===== src/rtl/coax_line_controller.sv =====
// Half-duplex coax line sequencer.
// Decides whether the transmitter or the receiver owns the line. After each
// transmission it blanks the receiver for a fixed turnaround, then optionally
// opens a response window. It enforces a minimum idle gap before the next grant.
//
// Handshake: the host raises tx_request and holds it until tx_grant is seen.
// tx_grant is a level that stays high while the transmitter owns the line.
// response_start and response_timeout are single-cycle pulses. Each pulse is
// high in the first cycle of the state it leads into.
module coax_line_controller #(
    parameter int TURNAROUND_CLOCKS       = 8,
    parameter int RESPONSE_TIMEOUT_CLOCKS = 1200,
    parameter int GAP_CLOCKS              = 4,
    parameter int COUNTER_WIDTH           = 16
) (
    input  logic       clk,
    input  logic       reset,
    input  logic       tx_request,
    input  logic       expect_response,
    input  logic       tx_active,
    input  logic       rx_active,
    input  logic       rx_frame_done,
    output logic       tx_grant,
    output logic       rx_enable,
    output logic       blank_enable,
    output logic       response_start,
    output logic       response_timeout,
    output logic       busy,
    output logic [2:0] state
);

    typedef enum logic [2:0] {
        S_IDLE       = 3'd0,
        S_TX         = 3'd1,
        S_TURNAROUND = 3'd2,
        S_WAIT_RESP  = 3'd3,
        S_RX         = 3'd4,
        S_GAP        = 3'd5
    } state_t;

    // Each timed state loads N-1 on entry and exits when the count reaches 0.
    // This makes the state last exactly N cycles.
    localparam logic [COUNTER_WIDTH-1:0] LP_TURN_LOAD = COUNTER_WIDTH'(TURNAROUND_CLOCKS - 1);
    localparam logic [COUNTER_WIDTH-1:0] LP_RESP_LOAD = COUNTER_WIDTH'(RESPONSE_TIMEOUT_CLOCKS - 1);
    localparam logic [COUNTER_WIDTH-1:0] LP_GAP_LOAD  = COUNTER_WIDTH'(GAP_CLOCKS - 1);

    state_t                   r_state;
    logic [COUNTER_WIDTH-1:0] r_count;
    logic                     r_expect;
    logic                     r_seen_tx;
    logic                     r_response_start;
    logic                     r_response_timeout;
    logic                     w_count_zero;

    assign w_count_zero = (r_count == '0);

    // Sequencer: state, shared down-counter, expect latch, seen_tx flag and pulses.
    always_ff @(posedge clk) begin
        if (reset) begin
            r_state            <= S_IDLE;
            r_count            <= '0;
            r_expect           <= 1'b0;
            r_seen_tx          <= 1'b0;
            r_response_start   <= 1'b0;
            r_response_timeout <= 1'b0;
        end else begin
            r_response_start   <= 1'b0;
            r_response_timeout <= 1'b0;
            case (r_state)
                S_IDLE: begin
                    // When both arrive together the receiver wins; the request stays pending.
                    if (rx_active) begin
                        r_state <= S_RX;
                    end else if (tx_request) begin
                        r_state   <= S_TX;
                        r_expect  <= expect_response;
                        r_seen_tx <= 1'b0;
                    end
                end
                S_TX: begin
                    if (tx_active) begin
                        r_seen_tx <= 1'b1;
                    end
                    if (!tx_active && r_seen_tx) begin
                        r_state <= S_TURNAROUND;
                        r_count <= LP_TURN_LOAD;
                    end else if (!tx_request && !r_seen_tx && !tx_active) begin
                        // The host withdrew before sending anything, so no response window opens.
                        r_state <= S_GAP;
                        r_count <= LP_GAP_LOAD;
                    end
                end
                S_TURNAROUND: begin
                    // A transmitter that keeps driving restarts the blanking period.
                    if (tx_active) begin
                        r_count <= LP_TURN_LOAD;
                    end else if (w_count_zero) begin
                        if (r_expect) begin
                            r_state <= S_WAIT_RESP;
                            r_count <= LP_RESP_LOAD;
                        end else begin
                            r_state <= S_GAP;
                            r_count <= LP_GAP_LOAD;
                        end
                    end else begin
                        r_count <= r_count - 1'b1;
                    end
                end
                S_WAIT_RESP: begin
                    // rx_active takes priority, so activity on the last count is still a response.
                    if (rx_active) begin
                        r_state          <= S_RX;
                        r_response_start <= 1'b1;
                    end else if (w_count_zero) begin
                        r_state            <= S_GAP;
                        r_count            <= LP_GAP_LOAD;
                        r_response_timeout <= 1'b1;
                    end else begin
                        r_count <= r_count - 1'b1;
                    end
                end
                S_RX: begin
                    if (rx_frame_done) begin
                        r_state <= S_GAP;
                        r_count <= LP_GAP_LOAD;
                    end
                end
                S_GAP: begin
                    // A frame arriving during the gap is received, and the gap starts again afterwards.
                    if (rx_active) begin
                        r_state <= S_RX;
                    end else if (w_count_zero) begin
                        r_state <= S_IDLE;
                    end else begin
                        r_count <= r_count - 1'b1;
                    end
                end
                default: begin
                    r_state <= S_IDLE;
                    r_count <= '0;
                end
            endcase
        end
    end

    // Moore outputs decoded from the state register.
    always_comb begin
        tx_grant     = (r_state == S_TX);
        blank_enable = (r_state == S_TX) || (r_state == S_TURNAROUND);
        rx_enable    = !blank_enable;
        busy         = (r_state != S_IDLE);
    end

    assign response_start   = r_response_start;
    assign response_timeout = r_response_timeout;
    assign state            = r_state;

endmodule


===== config.mk =====
export PLATFORM = sky130hd
export DESIGN_NAME = coax_line_controller
export DESIGN_NICKNAME = d
export VERILOG_FILES = /design/src/rtl/coax_line_controller.sv
export SDC_FILE = /design/constraint.sdc
export NUM_CORES = 1
export LEC_CHECK = 0
export CAP_MARGIN = 0
export CORE_MARGIN = 1.5
export CORE_UTILIZATION = 60
export CTS_BUF_LIST = sky130_fd_sc_hd__clkbuf_4
export CTS_CLUSTER_DIAMETER = 120
export DETAILED_ROUTE_END_ITERATION = 10
export PLACE_DENSITY_LB_ADDON = 0.08
export REMOVE_ABC_BUFFERS = 1
export SETUP_SLACK_MARGIN = 0.05
export SYNTH_ARGS = -nofsm -noshare
export SYNTH_HDL_FRONTEND = slang
export SYNTH_SLANG_ARGS = --single-unit

===== constraint.sdc =====
create_clock -name clk -period 4 [get_ports clk]
set_clock_uncertainty 0.15 [all_clocks]
set_input_delay 1.2 -clock clk [delete_from_list [all_inputs] [get_ports clk]]
set_output_delay 1.2 -clock clk [all_outputs]
set_load 0.1 [all_outputs]

Word-level counts from Yosys, hierarchy flattened
Cells that the tools add are included.
{"block": "totals", "regBits": 23, "input_bits": 7, "output_inout_bits": 9, "wordCells": 76}
{"block": "op_classes", "n_addsub": 1, "n_eq_ne": 18, "muxes": 30, "bitwise": 3, "n_reduce_logical": 18}
{"op": "2-to-1 mux 16 bit", "count": 9}
{"op": "one-hot mux 16 bit (6 select lines)", "count": 1}
{"op": "2-to-1 mux 3 bit", "count": 12}
{"op": "!= test 2 bit, second input constant", "count": 9}
{"op": "one-hot mux 3 bit (6 select lines)", "count": 1}
{"op": "zero test 16 bit", "count": 1}
{"op": "subtractor 16 x 1 -> 16 bit, second input constant", "count": 1}
{"op": "2-to-1 mux 11 bit", "count": 1}
{"op": "!= test 3 bit, second input constant", "count": 3}
{"op": "AND reduction 7 bit", "count": 1}
{"op": "equality test 3 x 2 -> 1 bit, second input constant", "count": 2}
{"op": "equality test 3 bit, second input constant", "count": 2}
{"op": "AND reduction 6 bit", "count": 1}
{"op": "2-to-1 mux 1 bit", "count": 5}
{"op": "zero test 1 bit", "count": 4}
{"op": "AND reduction 4 bit", "count": 1}
{"op": "equality test 3 x 1 -> 1 bit, second input constant", "count": 1}
{"op": "logical AND 1 bit", "count": 3}
{"op": "zero test 3 bit", "count": 1}
{"op": "!= test 3 x 1 -> 1 bit, second input constant", "count": 1}
{"op": "NOT 1 bit", "count": 3}
{"op": "AND reduction 3 bit", "count": 1}
{"op": "nonzero test 3 bit", "count": 1}
{"op": "OR reduction 3 bit", "count": 1}
{"op": "4 further kinds", "count": 4}

Longest topological paths before layout
{"block": "depth", "ltp_word": 6, "depth_mapped": 8, "ltp_nobuf": 7}

Worst setup path before layout
Ideal clock, no wire load.
{"block": "synth_timing", "kind": "register to output", "from": "reg r_state[1] (netlist: state[1])", "to": "out rx_enable", "arrival_time_ps": 4007, "path_slack_ps": -1357, "stages_incl_launch_ff": 6, "path_buffers": 2, "path_cell_list": "dfxtp_1 > buf_4 > clkbuf_1 > xor2_1 > nor2b_1 > inv_1"}
{"block": "synth_via", "elab_chain_cells": 3}
{"element": "start: declaration", "line_no": "47", "text": "state_t r_state;"}
{"element": "start signal: assignment", "line_no": "60", "text": "r_state <= S_IDLE;"}
{"element": "start signal: assignment", "line_no": "73", "text": "r_state <= S_RX;"}
{"element": "start signal: assignment", "line_no": "75", "text": "r_state <= S_TX;"}
{"element": "equality test 3 x 1 -> 1 bit / equality test 3 x 2 -> 1 bit (equally long branches)", "line_no": "149", "text": "blank_enable = (r_state == S_TX) || (r_state == S_TURNAROUND);"}
{"element": "logical OR 1 bit *", "line_no": "149"}
{"element": "net blank_enable", "line_no": "25", "text": "output logic blank_enable,"}
{"element": "zero test 1 bit *", "line_no": "150", "text": "rx_enable = !blank_enable;"}
{"element": "end: declaration", "line_no": "24", "text": "output logic rx_enable,"}
The timed path passes the listed nets; every way through them passes the cells marked *.

Worst setup path in the final report
{"block": "layout_timing", "from": "reg r_state[0] (netlist: state[0])", "to": "out tx_grant"}
{"block": "layout_via", "elab_chain_cells": 1}
{"element": "equality test 3 x 1 -> 1 bit", "line_no": "148", "text": "tx_grant = (r_state == S_TX);"}
{"element": "end: declaration", "line_no": "23", "text": "output logic tx_grant,"}
No other way between the ends.

==> results.cfg <==
[outcome]
outcome = complete, no violations

[floorplan]
io_pins = 16
initial_utilization_pct = 62.6
die_h_um = 53.4
die_area_mm2 = 0.00285
die_x_um = 53.4
rows = 18
core_region_area_mm2 = 0.00243

[cts]
holdBufCountCts = 0
clk_latency_ns = 0.32
numCtsBuffers = 3
path_clk_slew_ns = 0.14
tritoncts = yes
cts_setup_buffers = 0
cts_resized = 0
cts_htree_levels = 1
clockBufferDepth = 2
cts.sinks = 23
cts-root-buf = clkbuf_4

[grt]
grt_overflow = 0
grt_pass1_vias = 1289
track_usage_pct = 25.6
grt_max_degree = 21
antenna_found_initial = 0
grt_pass1_wl_um = 5530

[sta]
setup_tns_ns = 0
worstMarginPinSlew_ns = 0.960
min_period_over_period_pct = 86.7
rsz0062_at_grt = no
finalSetupViolations = 0
fmax_mhz = 288
fin_crit_ns = 3.47
relSlewSlack_pct = 35.8
hold_viol_final = 0
drv_slew = 0

[logic_synthesis]
synth-edff-count = 0
synthCells = 199
postSynthAreaPerCell_um2 = 7.65
synth_warnings = 0
ys_ff_latch = 23
async_reset_ff_share_pct = 0
ys.flop_type = dfxtp_1
synth_cell_types = 53
syn-cell-area_mm2 = 0.00152
ys_seq_area_share_pct = 30.2

[worst_hold_path]
min_path_type = reg2reg
min_to = r_expect$_SDFFE_PP0P_
holdPathStages = 2
hold_start = r_expect$_SDFFE_PP0P_

[worst_setup_path]
end_kind = output pin
worstPathRequired_ns = 2.65
critical_path_class = reg2out
ff2ff_path_depth = 6
r2r-end = r_count[15]$_SDFFE_PP0P_
arrival_ns = 2.12
crit_path_max_fanout = 18
timing.rr.start = state[1]$_SDFFE_PP0P_
r2r_slack_ns = 1.36
startpoint_type = flip-flop

[routing]
detail_route.iter0.violations = 48
viasPerCell = 6.24
wl_per_cell_um = 14.2
wirelength_um = 3410
detail-route-antenna-nets = 0
vias = 1497
drc_errors = 0
drtPass1Iterations = 4

[cells_and_area]
nets = 219
layout_common_cells = nor2_1, dfxtp_1, nand2_1
num-fill-cells = 221
final_common_cell = nor2_1
syn_to_final_growth_pct = 8.87
drive_above_1_share_pct = 12.9
n_antenna_cell = 0

[job]
max_cap_violations = 0

[placed_design]
hpwlAfterDp_um = 2530
gp_congestion = 0.873
port-buffer-count = 15
## through the flow
step           util (%)  hold slack [ns]  worst slack [ns]  area (um^2)  instances
2_1_floorplan         -            0.281             -1.14         1450        190
3_3_place_gp       67.0            0.301             0.530         1630        236
3_5_place_dp       67.0            0.322             0.468         1630        236
4_1_cts            68.2            0.341             0.531         1660        240
5_1_grt            68.2            0.376             0.385         1660        240
6_report           68.2            0.340             0.533         1660        240
## worst max path at each step
stage                                      from                  endpoint  slack (ns)  cells past startpoint
final                     state[0]$_SDFFE_PP0P_                  tx_grant        0.53                      3
after global routing      state[0]$_SDFFE_PP0P_                  tx_grant        0.39                      3
after CTS                 state[0]$_SDFFE_PP0P_                  tx_grant        0.53                      3
after detailed placement              tx_active  r_count[15]$_SDFFE_PP0P_        0.47                      6
after global placement                tx_active  r_count[15]$_SDFFE_PP0P_        0.53                      6
after floorplan           state[0]$_SDFFE_PP0P_                  tx_grant       -1.14                      2
## critical path, stage by stage, from the launching register on
cell and delay, ns:
dfxtp_1 0.70, inv_1 0.27, nor3_1 0.45, buf_4 0.38
## metal layers
metal | global-route usage, % | routed length, um | vias to the layer above
met1 | 33.4 | 1590 | 696
li1 | - | - | 746
met5 | 0 | 0 | -
met3 | 4.52 | 141 | 6
met4 | 8.97 | 40 | 0
met2 | 42.0 | 1640 | 49
## synthesized netlist by cell type (all sizes together), types with 2 or more instances
cell type	count	area, um^2
nand4	9	56.3
or3	3	23.8
nor2	26	100
dfxtp	23	460
nand3	8	40.0
nand2b	2	12.5
inv	9	33.8
and2	2	12.5
nor3	13	65.1
buf	6	53.8
a211oi	2	27.5
or2b	2	16.3
a31oi	3	18.8
a31o	2	17.5
or2	2	12.5
a22oi	2	15.0
xor2	8	77.6
o31ai	4	30.0
o311ai	2	35.0
o21ai	7	35.0
a21oi	20	104
or4	2	18.8
clkbuf	2	7.51
nor4	4	31.3
nand2	20	75.1
## final cells by class
cell class	instances	area, um^2	share of cell area [%]
Timing Repair Buffer	16	140	8.45
Tap cell	30	37.5	2.26
Sequential cell	23	460	27.8
Multi-Input combinational cell	158	958	57.8
Clock buffer	3	22.5	1.36
Inverter	9	33.8	2.04
Clock inverter	1	5.00	0.302
## sequential cells by signal, summed over array words and instances (netlist names)
signal and cells:
r_seen_tx 1, response_timeout 1, r_expect 1, r_count 16, response_start 1, state 3
## logic make-up (layout without fill, tap and decap cells)
family                   after synthesis  after routing  synth area share, %
buffers and inverters                 18             29                 6.82
AO/OA/AOI/OAI                         48             48                 22.1
adder cells (fa/ha/maj)                1              1                0.822
AND/OR/NAND/NOR                      100            100                 34.3
XOR/XNOR                               9              9                 5.67
flip-flops                            23             23                 30.2
Power is not shown: default switching activity piles up to over one toggle a cycle in this logic, so the estimate is an artifact.
